**config.mk**
```make
export PLATFORM = sky130hd
export DESIGN_NAME = bist_controller
export DESIGN_NICKNAME = d
export VERILOG_FILES = /design/src/rtl/bist_controller.sv
export SDC_FILE = /design/constraint.sdc
export NUM_CORES = 1
export LEC_CHECK = 0
export ABC_AREA = 1
export CAP_MARGIN = 20
export CORE_ASPECT_RATIO = 1.4
export CORE_MARGIN = 2
export CORE_UTILIZATION = 49
export CTS_CLUSTER_DIAMETER = 120
export DETAILED_ROUTE_END_ITERATION = 16
export GPL_TIMING_DRIVEN = 0
export PLACE_DENSITY = 0.77
export SLEW_MARGIN = 5
export SYNTH_ARGS = -nofsm -noshare
export SYNTH_HDL_FRONTEND = slang
export SYNTH_SLANG_ARGS = --single-unit
```
**constraint.sdc**
```tcl
create_clock -name clk -period 1.7 [get_ports clk]
set_input_delay 0.34 -clock clk [delete_from_list [all_inputs] [get_ports clk]]
set_output_delay 0.34 -clock clk [all_outputs]
set_load 0.02 [all_outputs]
```
**src/rtl/bist_controller.sv**
```systemverilog
// BIST sequencing controller: seeds the LFSR/scan/MISR wrapper, runs a fixed
// number of pattern cycles, drains the wrapper pipeline, then captures and
// judges the MISR signature.
//
// state | meaning
// IDLE  | waiting for start, wrapper out of reset, not in BIST mode
// SEED  | wrapper held in reset for two cycles while BIST mode is selected
// RUN   | PATTERN_COUNT cycles of LFSR patterns applied to the CUT
// DRAIN | two cycles to flush the scan register and MISR latency
// DONE  | signature captured, pass/fail held until the next launch
module bist_controller #(
  parameter int                WIDTH         = 4,
  parameter int                PATTERN_COUNT = 15,
  parameter logic [WIDTH-1:0]  GOLDEN_SIG    = {WIDTH{1'b0}},
  parameter int                CNT_W         = $clog2(PATTERN_COUNT + 1)
) (
  input  logic             clk,
  input  logic             rst,
  input  logic             start,
  input  logic [WIDTH-1:0] misr_signature,
  output logic             bist_rstn,
  output logic             bist_mode,
  output logic             scan_en,
  output logic             busy,
  output logic             done,
  output logic             pass,
  output logic [WIDTH-1:0] sig_captured,
  output logic [CNT_W-1:0] run_count
);

  typedef enum logic [2:0] {IDLE, SEED, RUN, DRAIN, DONE} state_t;

  localparam logic [CNT_W-1:0] CNT_ONE = CNT_W'(1);
  localparam logic [CNT_W-1:0] CNT_RUN = CNT_W'(PATTERN_COUNT - 1);
  localparam logic [CNT_W-1:0] RC_MAX  = CNT_W'(PATTERN_COUNT);

  state_t             state_q, state_d;
  logic [CNT_W-1:0]   cnt_q, cnt_d;
  logic [CNT_W-1:0]   rc_q, rc_d;
  logic [WIDTH-1:0]   sig_q, sig_d;
  logic               pass_q, pass_d;
  logic               bist_rstn_q, bist_mode_q, busy_q, done_q;

  // Next-state, shared SEED/RUN/DRAIN down-counter and result capture.
  always_comb begin
    state_d = state_q;
    cnt_d   = cnt_q;
    rc_d    = rc_q;
    sig_d   = sig_q;
    pass_d  = pass_q;
    case (state_q)
      IDLE, DONE: begin
        if (start) begin
          state_d = SEED;
          cnt_d   = CNT_ONE;
        end
      end
      SEED: begin
        if (cnt_q == '0) begin
          state_d = RUN;
          cnt_d   = CNT_RUN;
          rc_d    = '0;
        end else begin
          cnt_d = cnt_q - CNT_ONE;
        end
      end
      RUN: begin
        if (rc_q != RC_MAX) rc_d = rc_q + CNT_ONE;
        if (cnt_q == '0) begin
          state_d = DRAIN;
          cnt_d   = CNT_ONE;
        end else begin
          cnt_d = cnt_q - CNT_ONE;
        end
      end
      DRAIN: begin
        if (cnt_q == '0) begin
          state_d = DONE;
          sig_d   = misr_signature;
          pass_d  = (misr_signature == GOLDEN_SIG);
        end else begin
          cnt_d = cnt_q - CNT_ONE;
        end
      end
      default: state_d = IDLE;
    endcase
  end

  // State register; wrapper controls decoded from the next state so they are
  // registered and aligned with the state they belong to.
  always_ff @(posedge clk or posedge rst) begin
    if (rst) begin
      state_q     <= IDLE;
      cnt_q       <= '0;
      rc_q        <= '0;
      sig_q       <= '0;
      pass_q      <= 1'b0;
      bist_rstn_q <= 1'b0;
      bist_mode_q <= 1'b0;
      busy_q      <= 1'b0;
      done_q      <= 1'b0;
    end else begin
      state_q     <= state_d;
      cnt_q       <= cnt_d;
      rc_q        <= rc_d;
      sig_q       <= sig_d;
      pass_q      <= pass_d;
      bist_rstn_q <= (state_d != SEED);
      bist_mode_q <= (state_d == SEED) || (state_d == RUN) || (state_d == DRAIN);
      busy_q      <= (state_d == SEED) || (state_d == RUN) || (state_d == DRAIN);
      done_q      <= (state_d == DONE);
    end
  end

  assign bist_rstn    = bist_rstn_q;
  assign bist_mode    = bist_mode_q;
  assign busy         = busy_q;
  assign done         = done_q;
  assign pass         = pass_q;
  assign sig_captured = sig_q;
  assign run_count    = rc_q;
  assign scan_en      = 1'b0;

endmodule

```
* Word-level counts from Yosys, hierarchy flattened
Index checks and enable logic that the tools add are counted.
W data, S select, Z words.
** Word-level totals
- Memory bits (writable) :: 0
- Memories kept :: 0
- Latch bits :: 0
- Output and inout port bits :: 14
- ROM bits :: 0
- Word-level logic and storage cells :: 48
- Register bits :: 19
** Operators by class
- Mux-type cells :: 13
- Reductions and logical operators :: 11
- Magnitude comparators :: 0
- Shift-type cells :: 0
- Bitwise operators :: 0
- Divide/modulo/power cells :: 0
- $add $sub $neg :: 2
- Multiply operators :: 0
- Equal/unequal tests :: 14
** Operators by type and width (number)
- $mux W4 :: 6
- $pmux W4 S4 :: 1
- $eq A3 B2 Y1 const B :: 4
- $mux W3 :: 4
- $pmux W3 S4 :: 1
- $logic_not A4 Y1 :: 2
- $ne A2 B2 Y1 const B :: 4
- $pmux W4 S2 :: 1
- $eq A3 B1 Y1 const B :: 2
- $eq A3 B3 Y1 const B :: 2
- $reduce_and A3 Y1 :: 2
- $add A4 B1 Y4 const B :: 1
- $ne A4 B4 Y1 const B :: 1
- $reduce_bool A4 Y1 :: 1
- $sub A4 B1 Y4 const B :: 1
- $logic_not A3 Y1 :: 1
- $ne A3 B1 Y1 const B :: 1
- $logic_or A1 B1 Y1 :: 2
- $reduce_and A2 Y1 :: 1
- $reduce_bool A2 Y1 :: 1
- $reduce_or A2 Y1 :: 1

* Longest topological paths before layout
- Depth in word-level cells :: 6
- Depth in mapped cells :: 9
- Depth with buffers taken out :: 9

* Worst setup path after synthesis
OpenSTA, ideal clock, no wires.
- Kind :: reg-to-reg
- Start :: register cnt_q[0]
- End :: register cnt_q[0]
- Setup slack :: 0.408 ns
- Arrival time :: 1.179 ns
- Period minus slack after synthesis :: 1.292 ns
- Cell stages (with the launch flop) :: 10
- Cells stage by stage :: dfrtp_1 > inv_1 > ha_1 > nand2_1 > nor2_4 > nand2_4 > nand2_2 > nand2_1 > nand2_1 > inv_1
** Between the ends
- Word-level cells in the longest chain between the ends :: 3
** RTL lines
- start, declared :: RTL line 38 : logic [CNT_W-1:0] cnt_q, cnt_d;
- start signal, assigned :: RTL line 104 : cnt_q <= cnt_d;
- $sub A4 B1 Y4 / $logic_not A4 Y1 (equally long branches)
- $mux W4, or another cell as far along :: RTL line 77 : if (cnt_q == '0) begin
- $pmux W4 S4 / $reduce_and A3 Y1 (equally long branches)
Parallel ways exist; a longest one is shown, timed or not. The select of a mux whose other input is x is not followed.
A chain may end at the register's enable or synchronous reset.

* Final worst setup path
- Start :: register sig_q[3], in the netlist sig_captured[3]
- End :: output port sig_captured[3]
** RTL lines
- start, declared :: RTL line 40 : logic [WIDTH-1:0] sig_q, sig_d;
- start signal, assigned :: RTL line 106 : sig_q <= sig_d;
- end, declared :: RTL line 27 : output logic [WIDTH-1:0] sig_captured,
No word-level cell between the ends.

==> impl_metrics.env <==
export IMPL_status="complete, no violations"
export IMPL_cpPeakStageDelay_ps=610
export IMPL_setup_viol=0
export IMPL_die_x_um=42.5
export IMPL_viasPerCell=5.00
export IMPL_wire_per_inst_um=11.2
export IMPL_tritoncts="done"
export IMPL_route_antenna_remaining_nets=0
export IMPL_synthFlopType="dfrtp_1"
export IMPL_post_cts_setup_buffers=0
export IMPL_crit_arrival_ps=1280
export IMPL_critPathLaunchType="flop"
export IMPL_rsz0062_at_grt="no"
export IMPL_relSlewSlack_pct=54.5
export IMPL_fp_row_count=19
export IMPL_syn_area_per_cell_um2=7.77
export IMPL_die_area_um2=2460
export IMPL_syn_inst=131
export IMPL_io_pins=21
export IMPL_syn_to_final_growth_pct=24.0
export IMPL_final_net_count=165
export IMPL_post_dp_hpwl_um=1560
export IMPL_worst_pin_slew_ps=682
export IMPL_final_cell_mix="nand2_1 (49), dfrtp_1 (19), clkdlybuf4s50_1 (14)"
export IMPL_hold_buffers=0
export IMPL_die_y_um=57.9
export IMPL_wl_met1_um=752
export IMPL_root_buffer="clkbuf_4"
export IMPL_finalClockSkew_ps=4.80
export IMPL_antenna_found_initial=0
export IMPL_cp_num_buf_inv=1
export IMPL_p_leak_uw=0.000706
export IMPL_critical_path_max_fanout=2
export IMPL_clockBufferDepth=2
export IMPL_drtIter0Drc=21
export IMPL_p_per_area_nw_per_um2=1770
export IMPL_final_util_pct=63.9
export IMPL_vias=875
export IMPL_path_delay_family="buffers and inverters"
export IMPL_synth_nets=141
export IMPL_cts_buffers=3
export IMPL_grt_pass1_wl_um=3420
export IMPL_tns_ps=0
export IMPL_dpl_worst_slack_ps=229
export IMPL_synth_distinct_cells=22
export IMPL_grt_remaining_overflow=0
export IMPL_drt_first_pass_iters=4
export IMPL_portBuffers=19
export IMPL_cp_slowest_cell="clkdlybuf4s50_1"
export IMPL_syn_area_um2=1020
export IMPL_cp_end_kind="output pin"
export IMPL_finalCritPeriodShare_pct=95.3
export IMPL_yosysWarnings=0
export IMPL_post_route_worst_setup_slack_ps=80.1
export IMPL_synth_edf_count=0
export IMPL_async_flop_share_pct=100
export IMPL_ir_drop_v=0.000932
export IMPL_final_min_clock_period_ps=1620
export IMPL_path_class="reg2out"
export IMPL_grt_max_degree=20
export IMPL_crit_required_ps=1360
export IMPL_final_layout_size_suffix_gt1_share_pct=14.3
export IMPL_place_congestion=0.902
export IMPL_hold_path_class="in2async"
export IMPL_grt_pass1_vias=867
export IMPL_h_tree_depth=1
export IMPL_clock_latency_ps=300
export IMPL_fmax_ghz=0.617
export IMPL_initial_utilization_pct=51.6
export IMPL_synth_seq_cells=19
export IMPL_top_layer_used="met4"
export IMPL_ys_seq_area_share_pct=46.7
export IMPL_hold_viol=0
export IMPL_grt_usage_pct=18.2
export IMPL_core_area_um2=1970
export IMPL_worstPathCellList="clkdlybuf4s50_1"
export IMPL_drcViolationCount=0
export IMPL_layout_commonest_cell="nand2_1"
export IMPL_n_antenna_cell=0
export IMPL_drv_cap=0
export IMPL_cts_sinks=19
export IMPL_routed_wl_um=1960
export IMPL_fill_cells=184
export IMPL_wl_met3_um=65
export IMPL_path_clk_slew_ps=100
export IMPL_maxSlewViolCount=0
export IMPL_met2WireLength_um=1100
==> synth_stat cells (2+ instances only) <==
| cell | number | area share (%) |
|---|---|---|
| nand2_2 | 6 | 3.7 |
| nand2_1 | 49 | 18 |
| buf_4 | 2 | 1.5 |
| inv_2 | 4 | 1.5 |
| nor2_1 | 12 | 4.4 |
| o211ai_1 | 2 | 1.5 |
| ha_1 | 3 | 3.7 |
| inv_1 | 13 | 4.8 |
| nor2_4 | 3 | 3.3 |
| nor2_2 | 2 | 1.2 |
| nand3_1 | 5 | 2.5 |
| o21ai_0 | 2 | 0.98 |
| dfrtp_1 | 19 | 47 |
==> registers in the layout, summed over array words and instances (netlist names) <==
signal        cells
run_count         4
state_q           3
done              1
bist_rstn         1
pass              1
sig_captured      4
busy              1
cnt_q             4
==> kinds of logic after synthesis <==
| family | after synthesis | share of synthesized area (%) |
|---|---|---|
| AOI/OAI and AO/OA | 5 | 3.08 |
| xor gates and xnor gates | 1 | 0.861 |
| adders and majority gates | 3 | 3.69 |
| buffers and inverters | 20 | 8.12 |
| DFF | 19 | 46.7 |
| other | 1 | 0.369 |
| and+or+nand+nor | 82 | 37.1 |
==> stage by stage <==
| stage | instances | area, µm² | hold WS (ps) | total power (µW) |
|---|---|---|---|---|
| 6_report | 175 | 1260 | 429 | 2230 |
| 5_1_grt | 175 | 1260 | 516 | 2420 |
| 4_1_cts | 175 | 1260 | 469 | 2250 |
| 3_5_place_dp | 171 | 1230 | 469 | 2030 |
| 3_3_place_gp | 171 | 1230 | 466 | 1990 |
| 2_1_floorplan | 131 | 1020 | 291 | 1620 |
==> where the power goes <==
part	switching [µW]	internal (µW)	total, µW
clock network	135	91.6	227
registers	170	642	812
logic	700	491	1190
total	1010	1220	2230
==> routing by layer <==
| layer | GRT usage, % | vias to the layer above |
|---|---|---|
| met4 | 9.38 | 0 |
| met3 | 1.87 | 5 |
| met1 | 19.1 | 406 |
| li1 | - | 443 |
| met5 | 0 | - |
| met2 | 34.7 | 21 |
==> path summary, 6_finish.rpt <==
path	start	end	slack (ps)	cells after the start
min in group clk	pass$_DFFE_PP0P_	pass$_DFFE_PP0P_	490	2
setup / recovery	sig_captured[3]$_DFFE_PP0P_	sig_captured[3]	80	1
hold / removal	rst	sig_captured[3]$_DFFE_PP0P_	430	2
setup reg to reg	cnt_q[0]$_DFFE_PP0P_	cnt_q[0]$_DFFE_PP0P_	200	9
hold reg to reg	pass$_DFFE_PP0P_	pass$_DFFE_PP0P_	490	2
max in group asynchronous	rst	state_q[1]$_DFF_PP0_	840	2
==> area by class of cell <==
cell class | count | area [µm²] | share of cell area [%]
well taps | 21 | 26.3 | 2.08
plain buffers | 2 | 15.0 | 1.19
inverters | 18 | 67.6 | 5.36
clock buffers | 4 | 26.3 | 2.08
flip-flops and latches | 19 | 475 | 37.7
multi-input cells | 92 | 459 | 36.4
repair buffers | 19 | 191 | 15.2
==> what timing repair did <==
action                                  4_1_cts  5_1_grt
gates resized for setup                       3        2
cloned                                        0        0
endpoints found under the setup margin        3        2
endpoints found under the hold margin         0        0
(Power assumes the default switching activity.)
